--- src/rtl/i2s_rx_pkg.sv ---
// Shared definitions for the I2S receiver: FSM states, output field positions
// and channel codes.
package i2s_rx_pkg;

  typedef enum logic [1:0] {
    SYNC,
    DELAY,
    SHIFT,
    PAD
  } rx_state_e;

  localparam int unsigned AUD_LSB_POS = 4;
  localparam int unsigned AUD_MSB_POS = 27;
  localparam int unsigned AUD_FIELD_W = AUD_MSB_POS - AUD_LSB_POS + 1;

  localparam logic TID_LEFT  = 1'b0;
  localparam logic TID_RIGHT = 1'b1;

endpackage

--- src/rtl/i2s_rx_out_fifo.sv ---
// Two-entry output FIFO for the I2S receiver; empty/full decode straight from
// the registered occupancy count, so the read side never waits on the pop input.
module i2s_rx_out_fifo
  import i2s_rx_pkg::*;
#(
  parameter int unsigned DATA_W = 35
) (
  input  logic              i_clk,
  input  logic              i_rst,
  input  logic              i_push,
  input  logic [DATA_W-1:0] i_wdata,
  output logic              o_full,
  input  logic              i_pop,
  output logic [DATA_W-1:0] o_rdata,
  output logic              o_empty
);

  logic [DATA_W-1:0] r_mem [2];
  logic              r_wptr;
  logic              r_rptr;
  logic [1:0]        r_count;
  logic              w_wr;
  logic              w_rd;

  assign o_empty = (r_count == 2'd0);
  assign o_full  = (r_count == 2'd2);
  assign o_rdata = r_mem[r_rptr];

  // When full, a same-cycle pop frees the slot the write lands in.
  assign w_rd = i_pop & ~o_empty;
  assign w_wr = i_push & (~o_full | w_rd);

  always_ff @(posedge i_clk) begin
    if (i_rst) begin
      for (int unsigned i = 0; i < 2; i++) r_mem[i] <= '0;
      r_wptr  <= 1'b0;
      r_rptr  <= 1'b0;
      r_count <= '0;
    end else begin
      if (w_wr) begin
        r_mem[r_wptr] <= i_wdata;
        r_wptr        <= ~r_wptr;
      end
      if (w_rd) r_rptr <= ~r_rptr;
      unique case ({w_wr, w_rd})
        2'b10:   r_count <= r_count + 2'd1;
        2'b01:   r_count <= r_count - 2'd1;
        default: r_count <= r_count;
      endcase
    end
  end

endmodule

--- src/rtl/i2s_rx_deser.sv ---
// I2S receiver: recovers left/right samples from SCLK/LRCLK/SDATA and emits them
// as an AXI4-Stream master. Define I2S_RX_OVF_COUNT_EN to add the ovf_count output.
module i2s_rx_deser
  import i2s_rx_pkg::*;
#(
  parameter int unsigned AUD_WIDTH             = 24,
  parameter int unsigned SLOT_WIDTH            = 32,
  parameter int unsigned AXI_STREAM_DATA_WIDTH = 32,
  parameter int unsigned AXI_STREAM_TID_WIDTH  = 3
) (
  input  logic                             aud_mclk,
  input  logic                             aud_mrst,
  input  logic                             sclk_in,
  input  logic                             lrclk_in,
  input  logic                             sdata_in,
  input  logic                             err_clr,
  output logic                             m_axis_aud_tvalid,
  input  logic                             m_axis_aud_tready,
  output logic [AXI_STREAM_DATA_WIDTH-1:0] m_axis_aud_tdata,
  output logic [AXI_STREAM_TID_WIDTH-1:0]  m_axis_aud_tid,
  output logic                             err_short,
  output logic                             err_ovf
`ifdef I2S_RX_OVF_COUNT_EN
  ,
  output logic [15:0]                      ovf_count
`endif
);

  localparam int unsigned CNT_W = $clog2(SLOT_WIDTH + 1);
  localparam int unsigned FW    = AXI_STREAM_DATA_WIDTH + AXI_STREAM_TID_WIDTH;

  logic [1:0]           r_sclk_q;
  logic [1:0]           r_lr_q;
  logic [1:0]           r_sd_q;
  logic                 w_bit_evt;
  logic                 w_lr;
  logic                 w_sd;
  logic                 w_lr_chg;

  rx_state_e            r_state;
  rx_state_e            w_state_nxt;
  logic [CNT_W-1:0]     r_bit_cnt;
  logic [CNT_W-1:0]     w_cnt_nxt;
  logic [CNT_W-1:0]     w_cnt_inc;
  logic [AUD_WIDTH-1:0] r_shreg;
  logic [AUD_WIDTH-1:0] w_shreg_nxt;
  logic [AUD_WIDTH-1:0] w_word;
  logic                 r_chan;
  logic                 w_chan_nxt;
  logic                 r_lr_prev;
  logic                 w_push;
  logic                 w_short_evt;

  logic                             r_err_short;
  logic                             r_err_ovf;
  logic                             w_ovf_evt;
  logic                             w_full;
  logic                             w_empty;
  logic                             w_pop;
  logic [AXI_STREAM_DATA_WIDTH-1:0] w_tdata;
  logic [AXI_STREAM_TID_WIDTH-1:0]  w_tid;
  logic [FW-1:0]                    w_wdata;
  logic [FW-1:0]                    w_rdata;

  always_ff @(posedge aud_mclk) begin
    if (aud_mrst) begin
      r_sclk_q <= '0;
      r_lr_q   <= '0;
      r_sd_q   <= '0;
    end else begin
      r_sclk_q <= {r_sclk_q[0], sclk_in};
      r_lr_q   <= {r_lr_q[0], lrclk_in};
      r_sd_q   <= {r_sd_q[0], sdata_in};
    end
  end

  assign w_bit_evt = r_sclk_q[0] & ~r_sclk_q[1];
  assign w_lr      = r_lr_q[1];
  assign w_sd      = r_sd_q[1];
  assign w_lr_chg  = w_lr ^ r_lr_prev;
  assign w_cnt_inc = r_bit_cnt + CNT_W'(1);
  assign w_word    = {r_shreg[AUD_WIDTH-2:0], w_sd};

  // DELAY is "slot opened, waiting for the MSB": the lrclk-change event itself
  // is the discarded delay bit, so the event seen in DELAY is the first data bit.
  always_comb begin
    w_state_nxt = r_state;
    w_cnt_nxt   = r_bit_cnt;
    w_shreg_nxt = r_shreg;
    w_chan_nxt  = r_chan;
    w_push      = 1'b0;
    w_short_evt = 1'b0;
    if (w_bit_evt) begin
      unique case (r_state)
        SYNC, PAD: begin
          if (w_lr_chg) begin
            w_state_nxt = DELAY;
            w_chan_nxt  = w_lr ? TID_RIGHT : TID_LEFT;
            w_cnt_nxt   = '0;
          end
        end
        DELAY, SHIFT: begin
          if (w_lr_chg) begin
            w_short_evt = 1'b1;
            w_state_nxt = DELAY;
            w_chan_nxt  = w_lr ? TID_RIGHT : TID_LEFT;
            w_cnt_nxt   = '0;
          end else begin
            w_shreg_nxt = w_word;
            w_cnt_nxt   = w_cnt_inc;
            if (w_cnt_inc == CNT_W'(AUD_WIDTH)) begin
              w_push      = 1'b1;
              w_state_nxt = PAD;
            end else begin
              w_state_nxt = SHIFT;
            end
          end
        end
        default: w_state_nxt = SYNC;
      endcase
    end
  end

  always_ff @(posedge aud_mclk) begin
    if (aud_mrst) begin
      r_state   <= SYNC;
      r_bit_cnt <= '0;
      r_shreg   <= '0;
      r_chan    <= TID_LEFT;
      r_lr_prev <= 1'b0;
    end else begin
      r_state   <= w_state_nxt;
      r_bit_cnt <= w_cnt_nxt;
      r_shreg   <= w_shreg_nxt;
      r_chan    <= w_chan_nxt;
      if (w_bit_evt) r_lr_prev <= w_lr;
    end
  end

  always_comb begin
    w_tdata = '0;
    w_tdata[AUD_MSB_POS:AUD_LSB_POS] = AUD_FIELD_W'(w_word);
    w_tid    = '0;
    w_tid[0] = r_chan;
  end

  assign w_wdata = {w_tdata, w_tid};

  i2s_rx_out_fifo #(
    .DATA_W(FW)
  ) u_out_fifo (
    .i_clk   (aud_mclk),
    .i_rst   (aud_mrst),
    .i_push  (w_push),
    .i_wdata (w_wdata),
    .o_full  (w_full),
    .i_pop   (w_pop),
    .o_rdata (w_rdata),
    .o_empty (w_empty)
  );

  assign m_axis_aud_tvalid                  = ~w_empty;
  assign w_pop                              = m_axis_aud_tvalid & m_axis_aud_tready;
  assign {m_axis_aud_tdata, m_axis_aud_tid} = w_rdata;

  assign w_ovf_evt = w_push & w_full & ~w_pop;

  always_ff @(posedge aud_mclk) begin
    if (aud_mrst) begin
      r_err_short <= 1'b0;
      r_err_ovf   <= 1'b0;
    end else begin
      r_err_short <= w_short_evt | (r_err_short & ~err_clr);
      r_err_ovf   <= w_ovf_evt | (r_err_ovf & ~err_clr);
    end
  end

  assign err_short = r_err_short;
  assign err_ovf   = r_err_ovf;

`ifdef I2S_RX_OVF_COUNT_EN
  logic [15:0] r_ovf_count;

  always_ff @(posedge aud_mclk) begin
    if (aud_mrst) begin
      r_ovf_count <= '0;
    end else if (w_ovf_evt) begin
      if (r_ovf_count != '1) r_ovf_count <= r_ovf_count + 16'd1;
    end else if (err_clr) begin
      r_ovf_count <= '0;
    end
  end

  assign ovf_count = r_ovf_count;
`endif

endmodule

--- config.mk ---
export PLATFORM = sky130hd
export DESIGN_NAME = i2s_rx_deser
export DESIGN_NICKNAME = d
export VERILOG_FILES = /design/src/rtl/i2s_rx_pkg.sv /design/src/rtl/i2s_rx_out_fifo.sv /design/src/rtl/i2s_rx_deser.sv
export SDC_FILE = /design/constraint.sdc
export NUM_CORES = 1
export LEC_CHECK = 0
export ABC_AREA = 0
export BUFFER_PORTS_ARGS = -buffer_cell sky130_fd_sc_hd__buf_2
export CELL_PAD_IN_SITES_DETAIL_PLACEMENT = 0
export CELL_PAD_IN_SITES_GLOBAL_PLACEMENT = 2
export CORE_MARGIN = 5
export CORE_UTILIZATION = 39
export DETAILED_ROUTE_END_ITERATION = 6
export HOLD_SLACK_MARGIN = 0.15
export MAX_ROUTING_LAYER = met4
export PLACE_DENSITY_LB_ADDON = 0.1
export SETUP_SLACK_MARGIN = 0.2
export SYNTH_ARGS = -nofsm -noshare
export SYNTH_HDL_FRONTEND = slang
export SYNTH_SLANG_ARGS = --single-unit
--- constraint.sdc ---
create_clock -name aud_mclk -period 3.6 [get_ports aud_mclk]
set_clock_uncertainty 0.2 [all_clocks]
set_input_delay 0.18 -clock aud_mclk [delete_from_list [all_inputs] [get_ports aud_mclk]]
set_output_delay 0.18 -clock aud_mclk [all_outputs]
set_load 0.02 [all_outputs]
==> results of run 1 <==
## report_power, final
group | total (W) | switching [W] | internal, W
clock | 0.000699 | 0.000378 | 0.000321
sequential | 0.00118 | 0.00000786 | 0.00117
combinational | 0.0000979 | 0.0000661 | 0.0000317
## metal layers
| layer | track usage, % | vias to the layer above | wire [um] |
|---|---|---|---|
| met5 | - | - | 0 |
| li1 | - | 1312 | - |
| met3 | 1.94 | 10 | 237 |
| met2 | 20.4 | 40 | 3790 |
| met1 | 17.1 | 1236 | 3710 |
| met4 | 5.53 | 0 | 133 |
## cells by family after synthesis
kind of cell | after synthesis | share of synthesized area [%]
AO/OA/AOI/OAI | 45 | 6.33
XOR/XNOR | 6 | 1.28
adder cells (fa/ha/maj) | 3 | 0.913
buffers and inverters | 34 | 4.41
flip-flops | 96 | 58.9
multiplexers | 27 | 7.33
other | 1 | 0.0912
AND/OR/NAND/NOR | 146 | 20.7
## layout by cell type (no fill, tap or decap), types with 5 or more instances in the layout
| cell type | instances |
|---|---|
| nor2_1 | 16 |
| mux2_2 | 25 |
| nand2_1 | 52 |
| a21oi_1 | 31 |
| nor2b_1 | 7 |
| dlygate4sd3_1 | 6 |
| conb_1 | 10 |
| nor4b_2 | 7 |
| dfxtp_1 | 46 |
| buf_2 | 34 |
| and3_1 | 17 |
| and2_1 | 26 |
| buf_4 | 13 |
| nand2b_1 | 5 |
| edfxtp_1 | 50 |
| clkbuf_8 | 9 |
## synthesized netlist by cell type (4+ instances only)
cell	count
nor4b_2	7
mux2_2	25
nor2b_1	7
nand2b_1	5
buf_4	11
and3_1	17
nor2_1	16
clkbuf_1	11
nand2_1	52
dfxtp_1	46
and2_1	26
edfxtp_1	50
buf_1	4
a21oi_1	31
## sequential cells by signal, indices dropped and copies added, names as in the netlist, 2 cells and up, named ones only
register	count
r_bit_cnt	6
r_lr_q	2
r_sclk_q	2
r_sd_q	2
r_shreg	23
r_state	2
u_out_fifo.r_count	2
u_out_fifo.r_mem	50
## final timing paths
path | from | endpoint
max | r_bit_cnt[0]$_SDFFE_PP0P_ | u_out_fifo.r_count[1]$_SDFFE_PP0P_
min | aud_mrst | r_state[1]$_SDFFE_PP0P_
max reg2reg | r_bit_cnt[0]$_SDFFE_PP0P_ | u_out_fifo.r_count[1]$_SDFFE_PP0P_
min reg2reg | r_sd_q[0]$_SDFF_PP0_ | r_sd_q[1]$_SDFF_PP0_
## what timing repair did
item / in CTS / in global routing
endpoints found under the setup margin: 0 / 0
hold buffers: 6 / 0
hold endpoints to repair: 7 / 0
## final cells by class
cell class	count	area, sq um
Fill cell	987	5650
Clock inverter	7	71.3
Inverter	3	11.3
Clock buffer	9	124
Sequential cell	96	2420
Timing Repair Buffer	53	328
Tap cell	136	170
Multi-Input combinational cell	237	1550
## worst max-delay path: cells and delay by family (launching register included)
family,cells,cell delay (ns)
adders and majority gates,2,0.59
and+or+nand+nor,3,0.67
buffers and inverters,1,0.27
AOI/OAI and AO/OA,2,0.58
DFF,1,0.37
## per-stage QoR
stage	total power [W]	hold WS [ns]
2_1_floorplan	0.00127	0.108
3_3_place_gp	0.00130	0.189
3_5_place_dp	0.00130	0.193
4_1_cts	0.00200	0.170
5_1_grt	0.00206	0.204
6_report	0.00197	0.165
==> flow_summary.json, run 1 <==
{
  "avgViaCountPerCell": 4.80,
  "rsz0062_at_grt": "false",
  "synth_edf_count": 50,
  "synth_area_sq_um": 4110,
  "yosys_warnings": 0,
  "grt_usage_pct": 13.1,
  "p_leak_nw": 1.76,
  "fp.dieH_um": 113,
  "clock.fmax_mhz": 365,
  "first_pass_iters": 4,
  "final.setup.tns_ns": 0,
  "final_layout_size_suffix_gt1_share_pct": 25.2,
  "worst_path_max_delay_cell": "a21oi_1",
  "critical_path_required_ns": 3.69,
  "rr_worst_depth": 8,
  "yosysUniqueCellTypes": 45,
  "cts_tree": "yes",
  "arrival_ns": 2.83,
  "insertion_delay_ns": 0.36,
  "dpl_cell_area_sq_um": 4420,
  "period_minus_slack_ns": 2.74,
  "wl_mm": 7.87,
  "gr-total-overflow": 0,
  "cts_root_buffer": "clkbuf_8",
  "grt_pass1_vias": 2505,
  "report.final.slew_viol_count": 0,
  "post_cts_buffers": 0,
  "hp-class": "in -> reg",
  "area_growth_pct": 13.8,
  "worstMarginPinSlew_ns": 0.766,
  "clk_pin_slew_ns": 0.10,
  "syn_inst": 358,
  "io_buffers": 34,
  "ctsResizeCount": 0,
  "start_util_pct": 39.8,
  "post-place-ws_ns": 0.852,
  "synth_top_cell_area_share_pct": 36.5,
  "synth.area.top_cells": "edfxtp_1, dfxtp_1, mux2_2",
  "layout_setup_ws_ns": 0.861,
  "die_area_sq_um": 12700,
  "dp.cells": 519,
  "crit_fanout": 11,
  "drc_errors": 0,
  "power_density_nw_per_um2": 422,
  "dp.final_hpwl_mm": 4.96,
  "post-route-period-util_pct": 76.1,
  "numCtsBuffers": 9,
  "cp-end-kind": "flip-flop",
  "boundaryPins": 45,
  "synth_area_leader_cell": "edfxtp_1",
  "final_area_sq_um": 4680,
  "seq_area_frac_synth_pct": 58.9,
  "num_vias": 2598,
  "final_cells": 541,
  "ant_nets": 0,
  "clock-sinks": 96,
  "rows": 37,
  "nNetsFinal": 410,
  "grt_max_degree": 38,
  "setup-violations-final": 0,
  "final_util_pct": 45.3,
  "crit_path_cell_trace": "ha_1 -> and4b_1 -> a21oi_1 -> nor3_4 -> inv_2 -> ha_1 -> or3_1 -> a21oi_1",
  "ys_ff_latch": 96,
  "hold_violations": 0,
  "max-cap-violations": 0,
  "drt_iter0_markers": 139,
  "relSlewSlack_pct": 49.0,
  "status": "complete, no violations",
  "grt_first_pass_wirelength_mm": 12.9,
  "core_area_sq_um": 10300,
  "synth_flop_cell": "edfxtp_1",
  "ir_worst_vdd_v": 0.000166,
  "htree_levels": 3,
  "antenna_found_initial": 0,
  "routedWlPerCell_um": 14.5,
  "clock_path_buffers": 2,
  "synthArstFlopShare_pct": 0,
  "start_kind": "flip-flop",
  "r2r_setup_slack_ns": 0.86,
  "cpPeakStageDelay_ns": 0.44,
  "antenna-diode-count": 0,
  "avgSynthCellArea_sq_um": 11.5,
  "whs_path_depth": 2,
  "gp_congestion": 0.677,
  "crit_type": "reg -> reg",
  "dieWidth_um": 113
}
Note: power is estimated with default switching activity, not from simulation.
==> run 2, diff against run 1 <==
--- a/config.mk
+++ b/config.mk
@@ -5,12 +5,12 @@
 export SDC_FILE = /design/constraint.sdc
 export NUM_CORES = 1
 export LEC_CHECK = 0
-export ABC_AREA = 0
+export ABC_AREA = 1
 export BUFFER_PORTS_ARGS = -buffer_cell sky130_fd_sc_hd__buf_2
 export CELL_PAD_IN_SITES_DETAIL_PLACEMENT = 0
 export CELL_PAD_IN_SITES_GLOBAL_PLACEMENT = 2
 export CORE_MARGIN = 5
-export CORE_UTILIZATION = 39
+export CORE_UTILIZATION = 37
 export DETAILED_ROUTE_END_ITERATION = 6
 export HOLD_SLACK_MARGIN = 0.15
 export MAX_ROUTING_LAYER = met4
==> constraint.sdc (replaced) <==
create_clock -name aud_mclk -period 2.9 [get_ports aud_mclk]
set_clock_uncertainty 0.2 [all_clocks]
set_input_delay 0.145 -clock aud_mclk [delete_from_list [all_inputs] [get_ports aud_mclk]]
set_output_delay 0.145 -clock aud_mclk [all_outputs]
set_load 0.02 [all_outputs]
==> run 2 against run 1 <==
Global-route usage shrank 0.61 points. Count of clock-buffer cells in the layout grew 6. Cell count grew 5.9%. Die area grew 2.2%. Setup slack lost 0.33 ns. Sequential power grew 25%. Sequential cell count is the same.
==> flow_summary.json, run 2 <==
{
  "grt_pass1_vias": 2416,
  "core_area_sq_um": 10700,
  "io_buffers": 34,
  "ir_worst_vdd_v": 0.000252,
  "nNetsFinal": 438,
  "antenna-diode-count": 0,
  "synth_flop_cell": "edfxtp_1",
  "relSlewSlack_pct": 66.0,
  "period_minus_slack_ns": 2.37,
  "antenna_found_initial": 0,
  "synth_top_cell_area_share_pct": 37.6,
  "final.setup.tns_ns": 0,
  "cts_tree": "yes",
  "status": "complete, no violations",
  "synth_edf_count": 50,
  "drc_errors": 0,
  "critical_path_required_ns": 2.99,
  "avgViaCountPerCell": 4.44,
  "seq_area_frac_synth_pct": 60.6,
  "htree_levels": 3,
  "max-cap-violations": 0,
  "clock_path_buffers": 2,
  "first_pass_iters": 4,
  "syn_inst": 385,
  "layout_commonest_cell": "edfxtp_1",
  "numCtsBuffers": 9,
  "synth_area_leader_cell": "edfxtp_1",
  "routedWlPerCell_um": 12.7,
  "avgSynthCellArea_sq_um": 10.4,
  "power_density_nw_per_um2": 535,
  "dp.final_hpwl_mm": 4.37,
  "num_vias": 2545,
  "arrival_ns": 2.47,
  "hp-class": "reg -> reg",
  "yosysUniqueCellTypes": 28,
  "grt_max_degree": 55,
  "crit_type": "reg -> reg",
  "rows": 38,
  "worstMarginPinSlew_ns": 0.507,
  "p_leak_nw": 1.69,
  "start_kind": "flip-flop",
  "synth_commonest_cells": "edfxtp_1, dfxtp_1, inv_1, nor2_1",
  "rr_worst_depth": 16,
  "report.final.slew_viol_count": 0,
  "start_util_pct": 37.3,
  "fp.dieH_um": 114,
  "final_util_pct": 42.5,
  "grt_first_pass_wirelength_mm": 12.3,
  "largest_register_ffs": 50,
  "dieWidth_um": 114,
  "area_growth_pct": 13.7,
  "post_cts_buffers": 0,
  "cts_root_buffer": "clkbuf_8",
  "die_area_sq_um": 13000,
  "post-route-period-util_pct": 81.8,
  "insertion_delay_ns": 0.35,
  "gp_congestion": 0.734,
  "gr-total-overflow": 0,
  "clock-sinks": 96,
  "wl_mm": 7.29,
  "boundaryPins": 45,
  "synth.area.top_cells": "edfxtp_1, dfxtp_1, mux2_2",
  "ys_ff_latch": 96,
  "regMostFlops": "u_out_fifo.r_mem",
  "clock.fmax_mhz": 421,
  "yosysMostFrequentCell": "edfxtp_1",
  "drt_iter0_markers": 88,
  "yosys_warnings": 0,
  "setup-violations-final": 0,
  "ant_nets": 0,
  "final_cell_mix": "edfxtp_1, inv_1, dfxtp_1, nor2_1",
  "clk_pin_slew_ns": 0.09,
  "hold_violations": 0,
  "cp-end-kind": "flip-flop",
  "reg.largest.list": "u_out_fifo.r_mem (50), r_shreg (23), r_bit_cnt (6)",
  "synth_area_sq_um": 4000,
  "grt_usage_pct": 12.5,
  "synthArstFlopShare_pct": 0,
  "final_layout_size_suffix_gt1_share_pct": 24.0,
  "crit_fanout": 6,
  "rsz0062_at_grt": "false",
  "whs_path_depth": 2
}
==> run 2: cell types whose count changed after synthesis, moves of 5 or more <==
cell,previous run,this run
and3_1,17,0
nor2_1,16,44
a21oi_1,31,37
nand2b_1,5,0
o21ai_0,3,29
nor4b_2,7,0
nor2_2,0,20
and2_1,26,0
nor2b_1,7,0
inv_1,2,46
nand2_1,52,37
==> run 2: critical path: stages, from the launching register on <==
cell and delay [ns]:
dfxtp_1 0.43, ha_1 0.25, inv_1 0.05, nand2_1 0.05
nand2_1 0.07, nor2_1 0.08, nand2_1 0.07, nor2_2 0.11
nand3_2 0.10, inv_1 0.08, nand2_1 0.10, ha_1 0.28
inv_1 0.08, nand2_1 0.06, nor2_1 0.11, o21ai_0 0.08
a21oi_1 0.11
==> run 2: layout make-up <==
cell class                 instances  area, sq um
tap                              140          175
timing repair buffer              50          328
clock buffer                      15          146
sequential                        96         2420
clock inverter                     1         30.0
inverter                          47          176
fill                            1068         6150
multi-input combinational        224         1260
==> run 2: through the flow <==
| stage | instances | cell area [sq um] | total power [W] | hold WS (ns) | worst slack, ns |
|---|---|---|---|---|---|
| after floorplan | 394 | 4030 | 0.00160 | 0.0520 | 0.261 |
| after global placement | 547 | 4270 | 0.00162 | 0.149 | 0.540 |
| after detailed placement | 547 | 4270 | 0.00163 | 0.155 | 0.476 |
| after CTS | 573 | 4540 | 0.00247 | 0.211 | 0.468 |
| after global routing | 573 | 4540 | 0.00255 | 0.243 | 0.234 |
| final | 573 | 4540 | 0.00243 | 0.207 | 0.526 |
==> run 2: per-layer routing <==
layer	share of wire (%)	track usage [%]	wire length, um	vias to the layer above
met5	0	-	0	-
met1	47	15.1	3420	1168
met4	1.8	5.70	131	0
met3	3.6	2.81	263	10
li1	-	-	-	1325
met2	48	20.1	3470	42
==> run 2: kinds of logic (layout without fill, tap and decap cells) <==
logic type / Yosys count / count (layout) / share of synthesized area, %
AOI/OAI and AO/OA: 68 / 68 / 8.68
xor gates and xnor gates: 2 / 2 / 0.439
adders and majority gates: 3 / 3 / 0.940
buffers and inverters: 74 / 113 / 8.68
DFF: 96 / 96 / 60.6
muxes: 25 / 25 / 7.05
other: 1 / 10 / 0.0939
and+or+nand+nor: 116 / 116 / 13.5
==> run 2: final timing paths <==
path | slack, ns | end | from
min | 0.21 | r_sd_q[1]$_SDFF_PP0_ | r_sd_q[0]$_SDFF_PP0_
max reg2reg | 0.53 | u_out_fifo.r_count[1]$_SDFFE_PP0P_ | r_bit_cnt[1]$_SDFFE_PP0P_
max | 0.53 | u_out_fifo.r_count[1]$_SDFFE_PP0P_ | r_bit_cnt[1]$_SDFFE_PP0P_
min reg2reg | 0.21 | r_sd_q[1]$_SDFF_PP0_ | r_sd_q[0]$_SDFF_PP0_
==> run 2: power by group <==
group	leakage [nW]	switching, W	internal, W
combinational	0.716	0.0000877	0.0000429
clock	0.0859	0.000427	0.000403
sequential	0.889	0.0000115	0.00146
==> run 2: timing repair <==
item / CTS / global route
endpoints found under the hold margin: 19 / 0
hold buffers: 10 / 0
setup endpoints to repair: 0 / 1
gates resized for setup: 0 / 1
==> run 3, diff against run 2 <==
==> constraint.sdc (replaced) <==
create_clock -name aud_mclk -period 2.42 [get_ports aud_mclk]
set_clock_uncertainty 0.2 [all_clocks]
set_input_delay 0.121 -clock aud_mclk [delete_from_list [all_inputs] [get_ports aud_mclk]]
set_output_delay 0.121 -clock aud_mclk [all_outputs]
set_load 0.02 [all_outputs]
==> run 3 against run 2 <==
Register-to-register slack got worse by 0.22 ns. Global-route usage decreased by 0.19 points. Count of clock-buffer cells in the layout is 4 lower. Combinational power up 26%. Sequential cell count is the same. Routed wire length increased by 5.0%. Hold slack better by 0.0014 ns. Core utilization rose by 2.2 points. Highest routed layer unchanged. Setup slack worse by 0.22 ns. Non-clock buffer count is 9 higher. Maximum frequency grew 12%. Via count grew 2.0%. Largest power group unchanged.
==> flow_summary.json, run 3 (same netlist as run 2, synthesis figures left out) <==
{
  "multi_input_comb_area_sq_um": 1380,
  "boundaryPins": 45,
  "drc_errors": 0,
  "status": "complete, no violations",
  "globalRouteMet3Util_pct": 2.55,
  "start_util_pct": 37.3,
  "num_vias": 2596,
  "r2r_setup_slack_ns": 0.31,
  "switching_share_pct": 22.7,
  "grt-busiest-layer": "met2",
  "rows": 38,
  "crit_type": "reg -> reg",
  "htree_levels": 3,
  "arrival_ns": 2.20,
  "die_area_sq_um": 13000,
  "max-cap-violations": 0,
  "combPwrFrac_pct": 5.6,
  "dp.cells": 548,
  "largest_register_ffs": 50,
  "hold_ws_ns": 0.208,
  "hp-class": "reg -> reg",
  "ant_nets": 0,
  "final_util_pct": 44.7,
  "gp_congestion": 0.686,
  "period_minus_slack_ns": 2.11,
  "final.setup.tns_ns": 0,
  "numCtsBuffers": 9,
  "core_area_sq_um": 10700,
  "dieWidth_um": 114,
  "worstMarginPinSlew_ns": 0.837,
  "p_int_w": 0.00228,
  "antenna_found_initial": 0,
  "fp.dieH_um": 114,
  "cp-end-kind": "flip-flop",
  "insertion_delay_ns": 0.35,
  "avgViaCountPerCell": 4.45,
  "relSlewSlack_pct": 44.1,
  "routedWlPerCell_um": 13.1,
  "post-route-period-util_pct": 87.3,
  "layout_commonest_cell": "edfxtp_1",
  "clockPowerShare_pct": 34.8,
  "final.fill_count": 1053,
  "setup-violations-final": 0,
  "hold_violations": 0,
  "regMostFlops": "u_out_fifo.r_mem",
  "io_buffers": 34,
  "reg.largest.list": "u_out_fifo.r_mem (50), r_shreg (23), r_bit_cnt (6)",
  "report.final.slew_viol_count": 0,
  "final_layout_size_suffix_gt1_share_pct": 30.0,
  "grt_pass1_vias": 2544,
  "area_growth_pct": 19.6,
  "grt_first_pass_wirelength_mm": 12.2,
  "final_cells": 584,
  "power_switching_w": 0.000671,
  "seqPwrFrac_pct": 59.6,
  "first_pass_iters": 4,
  "crit_fanout": 5,
  "grt_max_degree": 55,
  "clock-sinks": 96,
  "wl_mm": 7.66,
  "rsz0062_at_grt": "true",
  "clock.fmax_mhz": 473,
  "ir_worst_vdd_v": 0.000241,
  "clk_pin_slew_ns": 0.09,
  "critical_path_required_ns": 2.51,
  "power_density_nw_per_um2": 618,
  "grt_util_met2_pct": 20.0,
  "final_cell_mix": "edfxtp_1, inv_1, dfxtp_1, nor2_1, a21oi_1",
  "gr-usage-met1_pct": 15.2,
  "clock_path_buffers": 2,
  "ff_latch_area_sq_um": 2430,
  "nNetsFinal": 449,
  "grt_usage_pct": 12.3,
  "dp.final_hpwl_mm": 4.32,
  "start_kind": "flip-flop",
  "cts_tree": "yes",
  "cts_root_buffer": "clkbuf_8",
  "p_leak_nw": 1.78,
  "antenna-diode-count": 0,
  "gr-total-overflow": 0,
  "drt_iter0_markers": 101
}
run 3: cell types whose count changed in the layout (fill, tap and decap cells not counted), sizes merged:
cell | before | now
clkinvlp | 0 | 1
inv | 47 | 48
nand2 | 38 | 39
nand3 | 6 | 7
clkinv | 0 | 2
buf | 40 | 49
clkbuf | 15 | 11
run 3: path summary, 6_finish.rpt:
path | startpoint | endpoint | cells past startpoint
min | r_sd_q[0]$_SDFF_PP0_ | r_sd_q[1]$_SDFF_PP0_ | 2
min reg2reg | r_sd_q[0]$_SDFF_PP0_ | r_sd_q[1]$_SDFF_PP0_ | 2
max | r_bit_cnt[1]$_SDFFE_PP0P_ | u_out_fifo.r_count[1]$_SDFFE_PP0P_ | 15
max reg2reg | r_bit_cnt[1]$_SDFFE_PP0P_ | u_out_fifo.r_count[1]$_SDFFE_PP0P_ | 15
run 3: layout make-up:
type	instances	area share, %
flip-flops and latches	96	50.9
multi-input cells	226	28.9
repair buffers	59	8.96
inverters	47	3.69
well taps	140	3.67
clock buffers	11	2.75
clock inverters	5	1.18
run 3: per-stage QoR:
step,setup WS [ns],instance area (sq um),total power (W)
after floorplan,0.204,4070,0.00191
after global placement,0.216,4310,0.00195
after detailed placement,0.159,4310,0.00195
after CTS,0.173,4630,0.00299
after global routing,0.156,4780,0.00308
final,0.308,4780,0.00295
run 3: timing repair:
action,4_1_cts,5_1_grt
endpoints found under the setup margin,1,92
pin swaps,5,12
setup buffers,2,6
hold buffers,10,0
gates resized for setup,6,13
cloned,0,2
hold endpoints to repair,24,0
run 3: critical path, stage by stage, from the launching register on:
cell	delay [ns]
dfxtp_4	0.38
ha_4	0.17
nand2_1	0.07
nand2_2	0.06
nor2_1	0.08
nand2_1	0.07
nor2_2	0.12
nand3_2	0.12
inv_2	0.10
nand2_4	0.07
ha_4	0.21
inv_2	0.06
nand2_2	0.06
nor2_4	0.08
o21ai_1	0.07
a21oi_1	0.15
run 3: power groups by stage:
stage	Clock, W	Sequential [W]	Combinational (W)
after floorplan	0	0.00180	0.000117
after global placement	0	0.00180	0.000150
after detailed placement	0	0.00180	0.000150
after CTS	0.00107	0.00176	0.000162
after global routing	0.00113	0.00177	0.000182
final	0.00103	0.00176	0.000165
run 3: metal layers:
metal	wire length [um]	up-vias	part of all wire, %
li1	-	1357	-
met1	3630	1194	47
met2	3610	35	47
met3	276	10	3.6
met4	134	0	1.8
met5	0	-	0
